## src/rtl/io_dev_responder_pkg.sv

```systemverilog
// Shared constants for the KV10 I/O-bus device responder.
// Word bits use PDP-10 numbering (bit 0 = MSB); pdp_bit() maps them onto [35:0] vectors.
package io_dev_responder_pkg;

    localparam int WORD_W = 36;
    localparam int DEV_W  = 7;
    localparam int PI_W   = 3;
    localparam int CNT_W  = 4;

    function automatic int pdp_bit(input int b);
        return WORD_W - 1 - b;
    endfunction

    // CONI/CONO field positions, as [35:0] indices
    localparam int PI_LSB      = pdp_bit(35);
    localparam int TX_DONE_BIT = pdp_bit(32);
    localparam int TX_BUSY_BIT = pdp_bit(31);
    localparam int RX_DONE_BIT = pdp_bit(30);
    localparam int RX_OVR_BIT  = pdp_bit(29);
    localparam int LOOP_BIT    = pdp_bit(28);

    // Encoding is {io_cond, io_write}
    typedef enum logic [1:0] {
        OP_DATAI = 2'b00,
        OP_DATAO = 2'b01,
        OP_CONI  = 2'b10,
        OP_CONO  = 2'b11
    } io_op_e;

    typedef enum logic [1:0] {
        HS_IDLE,
        HS_WAIT,
        HS_ACK,
        HS_DROP
    } hs_state_e;

    // PI channel c (1..7) drives pi_req bit [1:7] position c, i.e. vector index 7-c.
    function automatic logic [6:0] pi_onehot(input logic [PI_W-1:0] pi);
        logic [6:0] mask;
        mask = '0;
        if (pi != '0) mask = 7'b1000000 >> (pi - 3'd1);
        return mask;
    endfunction

endpackage

```

## src/rtl/io_bus_handshake.sv

```systemverilog
// CPU-side 4-phase req/ack FSM (IDLE/WAIT/ACK/DROP) with programmable ack delay.
// Emits a one-cycle do_op strobe with the captured op/word; device state lives in the parent.
module io_bus_handshake
    import io_dev_responder_pkg::*;
#(
    parameter logic [DEV_W-1:0] DEVICE    = 7'o024,
    parameter int               ACK_DELAY = 0
) (
    input  logic              clk,
    input  logic              reset_n,
    input  logic              io_req,
    input  logic [DEV_W-1:0]  io_dev,
    input  logic              io_cond,
    input  logic              io_write,
    input  logic [WORD_W-1:0] io_wdata,
    output logic              io_ack,
    output logic              do_op,
    output logic              ack_drop,
    output io_op_e            op,
    output logic [WORD_W-1:0] wdata
);

    hs_state_e        state;
    logic [CNT_W-1:0] count;

    // The side effect fires on the same edge that raises io_ack, so it happens exactly once.
    assign do_op    = (state == HS_WAIT) && io_req && (count == '0);
    assign ack_drop = (state == HS_ACK) && !io_req;

    // NOTE: sequential state uses non-blocking assignments so every register samples pre-edge values.
    always_ff @(posedge clk or negedge reset_n) begin
        if (!reset_n) begin
            state  <= HS_IDLE;
            count  <= '0;
            io_ack <= 1'b0;
            op     <= OP_DATAI;
            wdata  <= '0;
        end else begin
            case (state)
                HS_IDLE: begin
                    if (io_req && (io_dev == DEVICE)) begin
                        op    <= io_op_e'({io_cond, io_write});
                        wdata <= io_wdata;
                        count <= CNT_W'(ACK_DELAY);
                        state <= HS_WAIT;
                    end
                end
                HS_WAIT: begin
                    if (!io_req) begin
                        state <= HS_IDLE;
                    end else if (count == '0) begin
                        io_ack <= 1'b1;
                        state  <= HS_ACK;
                    end else begin
                        count <= count - CNT_W'(1);
                    end
                end
                HS_ACK: begin
                    if (!io_req) begin
                        io_ack <= 1'b0;
                        state  <= HS_DROP;
                    end
                end
                HS_DROP: state <= HS_IDLE;
                default: state <= HS_IDLE;
            endcase
        end
    end

endmodule

```

## src/rtl/io_dev_responder.sv

```systemverilog
// TTY-style KV10 I/O device: TX/RX buffers, condition flags, PI channel and one-hot PI request.
// Optional IO_DEV_LOOPBACK_EN adds a LOOP flag (CONO/CONI bit 28) that feeds TX words back into RX.
module io_dev_responder
    import io_dev_responder_pkg::*;
#(
    parameter logic [DEV_W-1:0] DEVICE    = 7'o024,
    parameter int               ACK_DELAY = 0
) (
    input  logic              clk,
    input  logic              reset_n,
    input  logic              io_req,
    input  logic [DEV_W-1:0]  io_dev,
    input  logic              io_cond,
    input  logic              io_write,
    input  logic [WORD_W-1:0] io_wdata,
    output logic [WORD_W-1:0] io_rdata,
    output logic              io_ack,
    output logic [WORD_W-1:0] tx_data,
    output logic              tx_valid,
    input  logic              tx_ready,
    input  logic [WORD_W-1:0] rx_data,
    input  logic              rx_strobe,
    output logic [6:0]        pi_req
);

    logic              do_op;
    logic              ack_drop;
    io_op_e            op;
    logic [WORD_W-1:0] wdata;

    logic [PI_W-1:0]   pi_q;
    logic              tx_done, tx_busy, rx_done, rx_ovr;
    logic [WORD_W-1:0] rx_buf;
    logic [WORD_W-1:0] coni_word;
    logic              tx_fire, rx_set;
    logic [WORD_W-1:0] rx_word;
    logic              is_cono, is_datao, is_datai;

    io_bus_handshake #(
        .DEVICE    (DEVICE),
        .ACK_DELAY (ACK_DELAY)
    ) u_handshake (
        .clk      (clk),
        .reset_n  (reset_n),
        .io_req   (io_req),
        .io_dev   (io_dev),
        .io_cond  (io_cond),
        .io_write (io_write),
        .io_wdata (io_wdata),
        .io_ack   (io_ack),
        .do_op    (do_op),
        .ack_drop (ack_drop),
        .op       (op),
        .wdata    (wdata)
    );

    assign is_cono  = do_op && (op == OP_CONO);
    assign is_datao = do_op && (op == OP_DATAO);
    assign is_datai = do_op && (op == OP_DATAI);

`ifdef IO_DEV_LOOPBACK_EN
    logic              loop_q;
    logic              loop_strobe_q;
    logic [WORD_W-1:0] loop_word_q;

    // In loopback the word completes one cycle after tx_valid and returns as an internal strobe.
    assign tx_fire = tx_valid && (loop_q || tx_ready);
    assign rx_set  = rx_strobe || loop_strobe_q;
    assign rx_word = loop_strobe_q ? loop_word_q : rx_data;

    always_ff @(posedge clk or negedge reset_n) begin
        if (!reset_n) begin
            loop_q        <= 1'b0;
            loop_strobe_q <= 1'b0;
            loop_word_q   <= '0;
        end else begin
            if (is_cono) loop_q <= wdata[LOOP_BIT];
            loop_strobe_q <= tx_fire && loop_q;
            if (tx_fire) loop_word_q <= tx_data;
        end
    end
`else
    assign tx_fire = tx_valid && tx_ready;
    assign rx_set  = rx_strobe;
    assign rx_word = rx_data;
`endif

    // NOTE: every output of this always_comb gets a default first, so no latch is inferred.
    always_comb begin
        coni_word                       = '0;
        coni_word[PI_LSB +: PI_W]       = pi_q;
        coni_word[TX_DONE_BIT]          = tx_done;
        coni_word[TX_BUSY_BIT]          = tx_busy;
        coni_word[RX_DONE_BIT]          = rx_done;
        coni_word[RX_OVR_BIT]           = rx_ovr;
`ifdef IO_DEV_LOOPBACK_EN
        coni_word[LOOP_BIT]             = loop_q;
`endif
    end

    // Software clears are written first so same-cycle hardware sets override them.
    always_ff @(posedge clk or negedge reset_n) begin
        if (!reset_n) begin
            pi_q     <= '0;
            tx_done  <= 1'b0;
            tx_busy  <= 1'b0;
            rx_done  <= 1'b0;
            rx_ovr   <= 1'b0;
            rx_buf   <= '0;
            tx_data  <= '0;
            tx_valid <= 1'b0;
        end else begin
            if (is_cono) begin
                pi_q <= wdata[PI_LSB +: PI_W];
                if (wdata[TX_DONE_BIT]) tx_done <= 1'b0;
                if (wdata[RX_DONE_BIT]) rx_done <= 1'b0;
                if (wdata[RX_OVR_BIT])  rx_ovr  <= 1'b0;
            end
            if (is_datai) rx_done <= 1'b0;

            if (is_datao) begin
                tx_data  <= wdata;
                tx_valid <= 1'b1;
                tx_busy  <= 1'b1;
                tx_done  <= 1'b0;
            end else if (tx_fire) begin
                tx_valid <= 1'b0;
                tx_busy  <= 1'b0;
                tx_done  <= 1'b1;
            end

            if (rx_set) begin
                rx_buf  <= rx_word;
                rx_done <= 1'b1;
                if (rx_done) rx_ovr <= 1'b1;
            end
        end
    end

    // io_rdata is non-zero only while this device is acking (wired-OR bus).
    always_ff @(posedge clk or negedge reset_n) begin
        if (!reset_n) begin
            io_rdata <= '0;
        end else if (do_op) begin
            case (op)
                OP_CONI:  io_rdata <= coni_word;
                OP_DATAI: io_rdata <= rx_buf;
                default:  io_rdata <= '0;
            endcase
        end else if (ack_drop) begin
            io_rdata <= '0;
        end
    end

    always_ff @(posedge clk or negedge reset_n) begin
        if (!reset_n) begin
            pi_req <= '0;
        end else begin
            pi_req <= (tx_done || rx_done) ? pi_onehot(pi_q) : '0;
        end
    end

endmodule

```

## config.mk

```make
export PLATFORM = sky130hd
export DESIGN_NAME = io_dev_responder
export DESIGN_NICKNAME = d
export VERILOG_FILES = /design/src/rtl/io_dev_responder_pkg.sv /design/src/rtl/io_bus_handshake.sv /design/src/rtl/io_dev_responder.sv
export SDC_FILE = /design/constraint.sdc
export NUM_CORES = 1
export LEC_CHECK = 0
export BUFFER_PORTS_ARGS = -buffer_cell sky130_fd_sc_hd__buf_2
export CORE_ASPECT_RATIO = 1.4
export CORE_MARGIN = 10
export CORE_UTILIZATION = 55
export DETAILED_ROUTE_END_ITERATION = 8
export PLACE_DENSITY = 0.83
export SETUP_SLACK_MARGIN = 0.5
export SLEW_MARGIN = 20
export SYNTH_ARGS = -nofsm -noshare
export SYNTH_HDL_FRONTEND = slang
export SYNTH_SLANG_ARGS = --single-unit
```

## constraint.sdc

```tcl
create_clock -name clk -period 5.5 [get_ports clk]
set_input_delay 1.1 -clock clk [delete_from_list [all_inputs] [get_ports clk]]
set_output_delay 1.1 -clock clk [all_outputs]
set_load 0.02 [all_outputs]
```

# Word level (Yosys, flattened, before mapping)
# Cells that the tools add are included.
dict set report word_totals {
  word_cells 90
  regBits 167
}
dict set report classes {
  n_shift 1
  mux 32
  addsub 2
  n_eq_ne 13
  n_reduce_logical 28
}
# op count
set ops {}
lappend ops {{2-to-1 mux 36 bit} 2}
lappend ops {{case mux 36 bit (2 select lines)} 1}
lappend ops {{2-to-1 mux 1 bit} 17}
lappend ops {{nonzero test 3 bit} 5}
lappend ops {{2-to-1 mux 7 bit} 2}
lappend ops {{2-to-1 mux 4 bit} 3}
lappend ops {{equality test 2 bit (second input constant)} 4}
lappend ops {{logical AND 1 bit} 8}
lappend ops {{2-to-1 mux 2 bit} 4}
lappend ops {{!= test 2 bit (second input constant)} 4}
lappend ops {{case mux 2 bit (4 select lines)} 1}
lappend ops {{case mux 4 bit (2 select lines)} 1}
lappend ops {{AND reduction 4 bit} 2}
lappend ops {{nonzero test 2 bit} 4}
lappend ops {{equality test 7 x 5 -> 1 bit (second input constant)} 1}
lappend ops {{>> shifter 7 x 3 -> 7 bit (first input constant)} 1}
lappend ops {{AND reduction 2 bit} 3}
lappend ops {{equality test 2 x 1 -> 1 bit (second input constant)} 2}
lappend ops {{logical NOT 2 bit} 2}
lappend ops {{logical NOT 4 bit} 1}
lappend ops {{subtractor 4 x 1 -> 4 bit (second input constant)} 1}
lappend ops {{!= test 3 bit (second input constant)} 1}
lappend ops {{AND reduction 3 bit} 1}
lappend ops {{subtractor 3 x 1 -> 3 bit (second input constant)} 1}
lappend ops {{other kinds (4)} 4}

# Longest topological paths before layout
dict set report logic_depth {
  ltp_word 7
  mapped_depth 7
  depth_no_buf 5
}

# Hierarchy
# Synthesis repeated with hierarchy kept, for this count alone.
dict set report unflattened {
  cells_unflattened 410
  hier_area_um2 6688.9
}
# module instances area_each_um2 seq_area_each_um2 cells_per_inst
set by_module_without_submodules {}
lappend by_module_without_submodules {io_dev_responder 1 4694.5 3052.9 286}
lappend by_module_without_submodules {io_bus_handshake 1 1994.4 1126.1 124}

# Worst setup path after synthesis
# Ideal clock, no wire load.
dict set report synth_path {
  kind {input to register}
  startpoint {input port io_req}
  endpoint {register u_handshake.wdata[10]}
  t_arrival_ps 2537
  cell_stages 5
  n_path_buf 2
  t_required_ps 5375
  path_slack_ps 2838
  path_cell_list {buf_4 > or3b_1 > nor4_4 > buf_6 > mux2_2}
}
dict set report synth_via {
  elab_chain_len 2
}
# element line
set synth_lines {}
lappend synth_lines {{from (decl)} io_dev_responder.sv:11} ;# input logic io_req,
lappend synth_lines {{logical AND 1 bit} io_bus_handshake.sv:41} ;# if (io_req && (io_dev == DEVICE)) begin
lappend synth_lines {{AND reduction 2 bit (no line)} --}
lappend synth_lines {{to (signal assigned)} io_bus_handshake.sv:43} ;# wdata <= io_wdata;
lappend synth_lines {{to (decl)} io_bus_handshake.sv:20} ;# output logic [WORD_W-1:0] wdata
# No other way between the ends.
# A chain may end at the register's enable or synchronous reset.

# Worst setup path in the final report
dict set report layout_path {
  startpoint {input port io_req}
  endpoint {register u_handshake.wdata[2]}
}
# The elaborated chain is that of the path after synthesis.

==> flow_metrics.env <==
export IMPL_antenna_found_initial=0
export IMPL_holdBufCountCts=0
export IMPL_cp_slowest_cell="nor4_4"
export IMPL_wl_per_cell_um=19.1
export IMPL_synthSimpleGateAreaFrac_pct=5.28
export IMPL_ctsResizeCount=0
export IMPL_die_x_um=112
export IMPL_status="finished, final reports clean"
export IMPL_cts_tree="built"
export IMPL_p_int_mw=2.29
export IMPL_max_cap_viol_count=0
export IMPL_grt_max_degree=65
export IMPL_finalSetupTns_ps=0
export IMPL_vias=4125
export IMPL_vias_per_cell=5.51
export IMPL_drv_slew=0
export IMPL_wirelength_mm=14.3
export IMPL_combPwrFrac_pct=20.7
export IMPL_worstPathCellList="buf_2 > or3b_1 > nor4_4 > buf_4 > mux2_2"
export IMPL_final_antenna_net_count=0
export IMPL_postCtsSetupRepairBufs=0
export IMPL_ir_worst_vdd_v=0.000228
export IMPL_crit_path_start_kind="input pin"
export IMPL_grtUsageTotal_pct=17.6
export IMPL_synthMuxAreaShare_pct=19.7
export IMPL_syn_area_per_cell_um2=15.2
export IMPL_cts_buffer_depth=2
export IMPL_syn_nets=513
export IMPL_final_cell_mix="167 x dfrtp_1, 165 x buf_2, 101 x mux2_2"
export IMPL_die_h_um=148
export IMPL_path_clk_slew_ps=60
export IMPL_ys_top_cells_by_area="dfrtp_1 65%, mux2_2 18%, a22o_1 4.1%, mux2_1 2.1%, a221o_1 1.1%"
export IMPL_yosysTopAreaCell="dfrtp_1"
export IMPL_worstPathRequired_ps=5790
export IMPL_pin_count=167
export IMPL_critical_path_max_stage_delay_ps=450
export IMPL_htree_levels=4
export IMPL_ys_types=42
export IMPL_grt_most_used_layer="met2"
export IMPL_cts_sinks=167
export IMPL_io_buffers=166
export IMPL_gr_total_overflow=0
export IMPL_path_max_fanout=24
export IMPL_synth_top_area_share_pct=64.7
export IMPL_area_growth_pct=22.9
export IMPL_rows=46
export IMPL_fillers=824
export IMPL_diodes=0
export IMPL_rsz0062_at_grt="no"
export IMPL_final_util_pct=69.7
export IMPL_yosys_register_bits=167
export IMPL_worst_skew_pair_late_latency_ps=410
export IMPL_synth_top_family_by_area="multiplexers"
export IMPL_synth_compound_area_share_pct=7.12
export IMPL_final_setup_worst_slack_ps=2800
export IMPL_synth_adder_area_share_pct=0.581
export IMPL_setup_worst_path_class="in -> reg"
export IMPL_met1_usage_pct=21.5
export IMPL_cp_arrival_ps=2990
export IMPL_synthXorXnorAreaFrac_pct=0
export IMPL_final_nets=681
export IMPL_max_slew_margin_pct=33.7
export IMPL_ys_seq_area_share_pct=64.7
export IMPL_synth_area_mm2=0.00646
export IMPL_drive_above_1_share_pct=51.2
export IMPL_route_detailed_drc=0
export IMPL_cts_root_buf="clkbuf_16"
export IMPL_numCtsBuffers=17
export IMPL_p_leak_nw=4.14
export IMPL_fin_crit_ps=2700
export IMPL_cp_num_buf_inv=2
export IMPL_dp_hpwl_mm=10.4
export IMPL_dieArea_mm2=0.0165
export IMPL_min_path_type="reg -> reg"
export IMPL_power_density_mw_per_mm2=413
export IMPL_start_util_pct=56.7
export IMPL_grt_pass1_vias=4583
export IMPL_grt_pass1_wl_mm=24.0
export IMPL_use_met3_pct=6.68
export IMPL_first_pass_iters=4
export IMPL_ys_warn_count=0
export IMPL_syn_instance_count=424
export IMPL_fp_coreArea_mm2=0.0114
export IMPL_fmax_ghz=0.370
export IMPL_routabilityCongestion=0.783
export IMPL_dp_worst_setup_slack_ps=1780
export IMPL_crit_family="simple AND/OR/NAND/NOR gates"
export IMPL_hold_viol_final=0
export IMPL_setup_violations=0
export IMPL_p_clk_share_pct=32.3
export IMPL_p_seq_share_pct=46.9
export IMPL_p_sw_uw=993
export IMPL_final_common_cell="dfrtp_1"
export IMPL_p_sw_share_pct=30.3
export IMPL_post_route_period_util_pct=49.1
export IMPL_worst_slew_pin_transition_ps=991
export IMPL_fin_skew_ps=10.2
export IMPL_cp_end_kind="flip-flop"
export IMPL_drt_initial_drc_count=191
export IMPL_grt_use_met2_pct=28.4
-- cell families (layout without fill, tap and decap cells) --
kind of cell / Yosys count / after routing
buffers and inverters: 34 / 215
adder cells (fa/ha/maj): 3 / 3
AND/OR/NAND/NOR: 50 / 50
multiplexers: 113 / 113
flip-flops: 167 / 167
AO/OA/AOI/OAI: 57 / 57
-- registers in the layout, indices dropped and copies added (netlist names), named ones only --
name / flops
u_handshake.io_ack: 1
io_rdata: 36
pi_q: 3
u_handshake.state: 1
tx_data: 36
pi_req: 7
rx_ovr: 1
u_handshake.wdata: 36
u_handshake.op: 2
rx_done: 1
tx_busy: 1
tx_done: 1
u_handshake.count: 4
rx_buf: 36
-- cell usage after synthesis (all sizes together) --
cell type	number
nor2	5
o21ai	9
clkbuf	8
nor3b	2
dfrtp	167
nor4bb	1
a2bb2oi	2
mux2	113
a221o	7
nand2b	4
nor4	3
or4	1
a22o	30
or2	1
and3b	1
nand4b	2
nand2	6
o41ai	1
a21oi	4
nand3b	1
or3b	2
a22oi	1
ha	3
buf	15
a21boi	1
o22ai	1
inv	11
nor3	11
nand4bb	3
nand3	4
a31o	1
and4b	1
or3	2
-- stage by stage --
step / hold slack (ps) / total power, mW / instance area [um^2] / cells
5_1_grt: 509 / 3.45 / 7940 / 749
3_5_place_dp: 476 / 2.26 / 7400 / 716
2_1_floorplan: 454 / 1.97 / 6460 / 424
3_3_place_gp: 463 / 2.22 / 7400 / 716
4_1_cts: 494 / 3.32 / 7930 / 748
6_report: 484 / 3.28 / 7940 / 749
-- final cells by class --
cell class / instances / area, um^2 / share of cell area [%]
Multi-Input combinational cell: 223 / 2120 / 26.7
Clock inverter: 13 / 96.3 / 1.21
Sequential cell: 167 / 4180 / 52.6
Clock buffer: 19 / 433 / 5.45
Timing Repair Buffer: 172 / 888 / 11.2
Inverter: 11 / 41.3 / 0.520
Tap cell: 144 / 180 / 2.27
-- layer usage --
metal	part of all wire, %	vias to the layer above
met5	0	-
met4	0.81	0
met3	7.6	12
met2	49	138
met1	42	2102
li1	-	1873
-- final timing paths --
check | startpoint | end | slack (ps) | cells past startpoint
worst max-delay path | io_req | u_handshake.wdata[2]$_DFFE_PN0P_ | 2800 | 5
worst min register to register | u_handshake.wdata[27]$_DFFE_PN0P_ | u_handshake.wdata[27]$_DFFE_PN0P_ | 480 | 1
min in group asynchronous | reset_n | io_rdata[21]$_DFFE_PN0P_ | 620 | 1
max in group asynchronous | reset_n | tx_data[6]$_DFFE_PN0P_ | 3710 | 2
worst max register to register | flip-flop | u_handshake.wdata[2]$_DFFE_PN0P_ | 3200 | 4
worst min-delay path | u_handshake.wdata[27]$_DFFE_PN0P_ | u_handshake.wdata[27]$_DFFE_PN0P_ | 480 | 1
-- power by group through the flow --
| stage | Combinational [mW] | Sequential (mW) | Clock, mW |
|---|---|---|---|
| 5_1_grt | 0.739 | 1.56 | 1.15 |
| 2_1_floorplan | 0.287 | 1.68 | 0 |
| 6_report | 0.680 | 1.54 | 1.06 |
| 4_1_cts | 0.697 | 1.54 | 1.09 |
| 3_3_place_gp | 0.672 | 1.55 | 0 |
| 3_5_place_dp | 0.695 | 1.56 | 0 |
No activity file was read; power rests on OpenSTA's default activity.
